`config.mk`:
```
export PLATFORM = sky130hd
export DESIGN_NAME = uart_tx_fifo_reader
export DESIGN_NICKNAME = d
export VERILOG_FILES = /design/src/rtl/uart_tx_fifo_reader.sv
export SDC_FILE = /design/constraint.sdc
export NUM_CORES = 1
export LEC_CHECK = 0
export ABC_CLOCK_PERIOD_IN_PS = 4400
export CORE_ASPECT_RATIO = 0.7
export CORE_MARGIN = 4
export CORE_UTILIZATION = 50
export DETAILED_ROUTE_END_ITERATION = 8
export GPL_ROUTABILITY_DRIVEN = 0
export PLACE_DENSITY = 0.74
export RECOVER_POWER = 50
export SLEW_MARGIN = 20
export SYNTH_ARGS = -nofsm -noshare
export SYNTH_HDL_FRONTEND = slang
export SYNTH_SLANG_ARGS = --single-unit
```
`constraint.sdc`:
```
create_clock -name clk -period 4.4 [get_ports clk]
set_input_delay 0.44 -clock clk [delete_from_list [all_inputs] [get_ports clk]]
set_output_delay 0.44 -clock clk [all_outputs]
set_load 0.02 [all_outputs]
```
`src/rtl/uart_tx_fifo_reader.sv`:
```
// Pops one byte from the TX FIFO when idle and serialises it as start + DBIT data (LSB first) + stop.
// tx changes one clock after the pop; the FIFO is only popped in IDLE, and tx_en gates new frames only.
module uart_tx_fifo_reader #(
    parameter int DBIT    = 8,
    parameter int SB_TICK = 16,
    parameter int DVSR    = 54
) (
    input  logic            clk,
    input  logic            rst_n,
    input  logic            tx_en,
    input  logic            fifo_empty,
    input  logic [DBIT-1:0] fifo_rd_data,
    output logic            fifo_rd,
    output logic            tx,
    output logic            tx_busy,
    output logic            tx_done_tick
);

    typedef enum logic [1:0] {IDLE, START, DATA, STOP} state_t;

    state_t          state_q, state_d;
    logic [15:0]     baud_q, baud_d;
    logic [5:0]      tick_q, tick_d;
    logic [2:0]      bit_q, bit_d;
    logic [DBIT-1:0] shift_q, shift_d;
    logic            tx_q, tx_d;
    logic            s_tick, pop, last_stop;

    assign s_tick    = (state_q != IDLE) && (baud_q == 16'(DVSR - 1));
    assign pop       = (state_q == IDLE) && tx_en && !fifo_empty;
    assign last_stop = s_tick && (tick_q == 6'(SB_TICK - 1));

    always_ff @(posedge clk or negedge rst_n) begin
        if (!rst_n) begin
            state_q <= IDLE;
            baud_q  <= '0;
            tick_q  <= '0;
            bit_q   <= '0;
            shift_q <= '0;
            tx_q    <= 1'b1;
        end else begin
            state_q <= state_d;
            baud_q  <= baud_d;
            tick_q  <= tick_d;
            bit_q   <= bit_d;
            shift_q <= shift_d;
            tx_q    <= tx_d;
        end
    end

    // tx_d follows the state being entered so the line is registered with no extra lag
    always_comb begin
        state_d = state_q;
        baud_d  = (state_q == IDLE || s_tick) ? 16'd0 : baud_q + 16'd1;
        tick_d  = tick_q;
        bit_d   = bit_q;
        shift_d = shift_q;
        tx_d    = tx_q;
        case (state_q)
            IDLE: begin
                tx_d = 1'b1;
                if (pop) begin
                    shift_d = fifo_rd_data;
                    tick_d  = '0;
                    bit_d   = '0;
                    state_d = START;
                    tx_d    = 1'b0;
                end
            end
            START: begin
                if (s_tick) begin
                    if (tick_q == 6'd15) begin
                        tick_d  = '0;
                        bit_d   = '0;
                        state_d = DATA;
                        tx_d    = shift_q[0];
                    end else begin
                        tick_d = tick_q + 6'd1;
                    end
                end
            end
            DATA: begin
                if (s_tick) begin
                    if (tick_q == 6'd15) begin
                        tick_d  = '0;
                        shift_d = shift_q >> 1;
                        bit_d   = bit_q + 3'd1;
                        if (bit_q == 3'(DBIT - 1)) begin
                            state_d = STOP;
                            tx_d    = 1'b1;
                        end else begin
                            tx_d = shift_d[0];
                        end
                    end else begin
                        tick_d = tick_q + 6'd1;
                    end
                end
            end
            STOP: begin
                tx_d = 1'b1;
                if (s_tick) begin
                    if (last_stop) begin
                        tick_d  = '0;
                        state_d = IDLE;
                    end else begin
                        tick_d = tick_q + 6'd1;
                    end
                end
            end
            default: state_d = IDLE;
        endcase
    end

    always_comb begin
        fifo_rd      = rst_n && pop;
        tx_busy      = (state_q != IDLE);
        tx_done_tick = (state_q == STOP) && last_stop;
    end

    assign tx = tx_q;

endmodule

```
==> results.md <==
- Status: finished with violations
- Violated checks: max-capacitance violations, max-slew violations
- H-Tree Depth: 2
- Post-route ant nets: 0
- CP Max Fanout: 37
- Core Footprint: 0.004041 sq mm
- Flop pwr share: 36.7%
- # hold bufs at CTS: 0
- Yosys Warn Count: 0
- Max Cap Viol: 1
- Die H: 63.04 um
- Clock Latency Late Sink: 0.30 ns
- NumNets Final: 264
- Via/cell ratio: 5.797
- Crit path largest cell delay: 1.39 ns
- Drt pass-1 iters: 4
- Port bufs: 15
- CTS clk-pin slew, worst paths: 0.07 ns
- Synthesized instance count: 228
- Critical Path Source Type: input port
- Comb pwr share: 44.2%
- Sequential-to-total area share from yosys stat: 41.70%
- FP Rows: 19
- Iter 0 DRT Violations: 156
- Endpoint class of the critical path: output port
- Slew HR: -32.05%
- Routed met3 length: 275 um
- Diode count: 0
- CP bufs+invs: 2
- Async set or reset register ratio after synthesis: 100.0%
- Cts repair resizes: 0
- Grt total ovfl: 0
- Met2 routed WL: 1.801 mm
- Final worst path period share: 73.28%
- Final WL: 4.494 mm
- Vias in the first global route: 1529
- Width of the die: 86.62 um
- Post-synth top cells: dfrtp_1, nor2_1, nand2_1, o21ai_0
- Crit-path cells: clkbuf_1 > and3_1 > clkdlybuf4s50_1
- Setup TNS: 0 ns
- Worst hold path type: register to register
- Avg WL per Cell: 15.23 um
- Final core utilization: 59.81%
- Max clock buf depth: 2
- Mapped Area: 0.002163 sq mm
- CTS tree: built
- Syn avg cell area: 9.488 sq um
- Yosys reg bits: 36
- Yosys top cell by area: dfrtp_1
- Slew Viols, Final: 38
- Largest net degree at the start of global routing: 38
- Peak Freq: 310.1 MHz
- Post-route DRC: 0
- Die ar.: 0.005460 sq mm
- Final Hold Slack: 0.5044 ns
- Top FF cell, synth: dfrtp_1
- Final min period: 3.224 ns
- Leak pwr: 1.059 nW
- WL met1: 2.375 mm
- Final setup vio count: 0
- Final-report hold violation count: 0
- Psw: 0.5348 mW
- Slew of the pin with the lowest slew margin: 1.981 ns
- Initial core utilization: 53.53%
- Required @ worst endpoint: 3.96 ns
- Pwr Density: 541.4 mW/mm^2
- DP Worst Slack: 1.568 ns
- Detail Placement HPWL: 3.063 mm
- Post-Syn Nets: 250
- Slowest-stage cell, CP: clkbuf_1
- Synth unique cells: 48
- Sw Ratio: 40.87%
- Most area-consuming cells after synthesis: dfrtp_1, ha_1, nor2_1
- Crit path arrival time: 2.78 ns
- Setup Buffers After CTS: 0
- Total GRT Usage: 17.45%
- Layout area overhead: 11.74%
- Int Power: 0.7738 mW
- First-pass GRT wire length: 7.500 mm
- Clock buffer count from CTS: 5
- Setup ws final: 1.176 ns
- Cell with the most instances after synthesis: dfrtp_1
- EDFF count, synth: 0
- RSZ-0062 raised after global routing: no
- Worst vdd ir: 276.1 uV
- Clock Power Share: 19.0%
- CTS Root Cell: clkbuf_8
- Sink Count: 36
- Worst path top cell family by delay: buffers and inverters
- Antenna violations before repair: 0
- Skew final: 0.003008 ns
- Crit path kind: input port to output port
- Top-Level Pins: 16
- Post-synth top area share: 40.49%
- Via count: 1710
- DR top layer: met4
- Share of post-route cells with drive strength above 1: 9.053%
[cell families after synthesis]
| kind of cell | Yosys count | synth area share [%] |
|---|---|---|
| AND/OR/NAND/NOR | 99 | 25.97 |
| AO/OA/AOI/OAI | 52 | 15.96 |
| flip-flops | 36 | 41.70 |
| XOR/XNOR | 15 | 6.073 |
| buffers and inverters | 14 | 3.123 |
| adder cells (fa/ha/maj) | 10 | 5.784 |
| multiplexers | 2 | 1.388 |
[cell usage in the layout (no fill, tap or decap), types with 8 or more instances in the layout]
cell,instances
a21oi_1,8
a31oi_1,10
clkdlybuf4s50_1,13
dfrtp_1,35
ha_1,10
nand2_1,24
nor2_1,28
o21ai_0,16
xor2_1,10
[registers in the layout, summed over array words and instances, names as in the netlist]
| name | flops |
|---|---|
| tick_q | 6 |
| bit_q | 3 |
| shift_q | 8 |
| tx | 1 |
| baud_q | 16 |
| state_q | 2 |
[power groups by stage]
stage | clock (mW) | combinational (mW) | sequential, mW
global placement | 0 | 0.565 | 0.480
floorplan | 0 | 0.449 | 0.470
global route | 0.270 | 0.645 | 0.490
finish | 0.249 | 0.579 | 0.480
CTS | 0.255 | 0.578 | 0.478
detailed placement | 0 | 0.575 | 0.484
[worst paths after layout]
path                             from    endpoint  slack, ns  depth (start not counted)
hold reg to reg             tick_q[1]   tick_q[1]       0.50                          2
setup / recovery                rst_n     fifo_rd       1.18                          3
setup reg to reg           state_q[0]    bit_q[1]       1.91                          7
max in group asynchronous       rst_n   baud_q[0]       2.57                          1
hold / removal              tick_q[1]   tick_q[1]       0.50                          2
min in group asynchronous       rst_n  shift_q[0]       0.69                          1
[layer usage]
| layer | global-route usage [%] | up-vias |
|---|---|---|
| li1 | - | 845 |
| met1 | 27.09 | 821 |
| met2 | 22.61 | 38 |
| met3 | 4.611 | 6 |
| met4 | 6.615 | 0 |
| met5 | 0 | - |
[final cells by class]
cell class | instances | area [sq um]
Tap cell | 52 | 65.06
Sequential cell | 36 | 902.1
Fill cell | 359 | 1624
Inverter | 6 | 22.52
Clock buffer | 8 | 90.09
Multi-Input combinational cell | 178 | 1194
Timing Repair Buffer | 15 | 143.9
[worst register-to-register path, cell delays in order (launching register included)]
cell and delay (ns):
dfrtp_1 0.42, inv_1 0.10, ha_1 0.34, nor4_1 0.28
nand4_2 0.28, nor2_1 0.58, nor2_1 0.11, a221o_1 0.27
[through the flow]
step           instance area (sq um)  std cells  power, mW
6_report                        2417        295      1.309
3_3_place_gp                    2328        287      1.045
2_1_floorplan                   2163        228     0.9194
3_5_place_dp                    2328        287      1.059
5_1_grt                         2417        295      1.405
4_1_cts                         2419        295      1.311
Power figures use the tool's default switching activity.
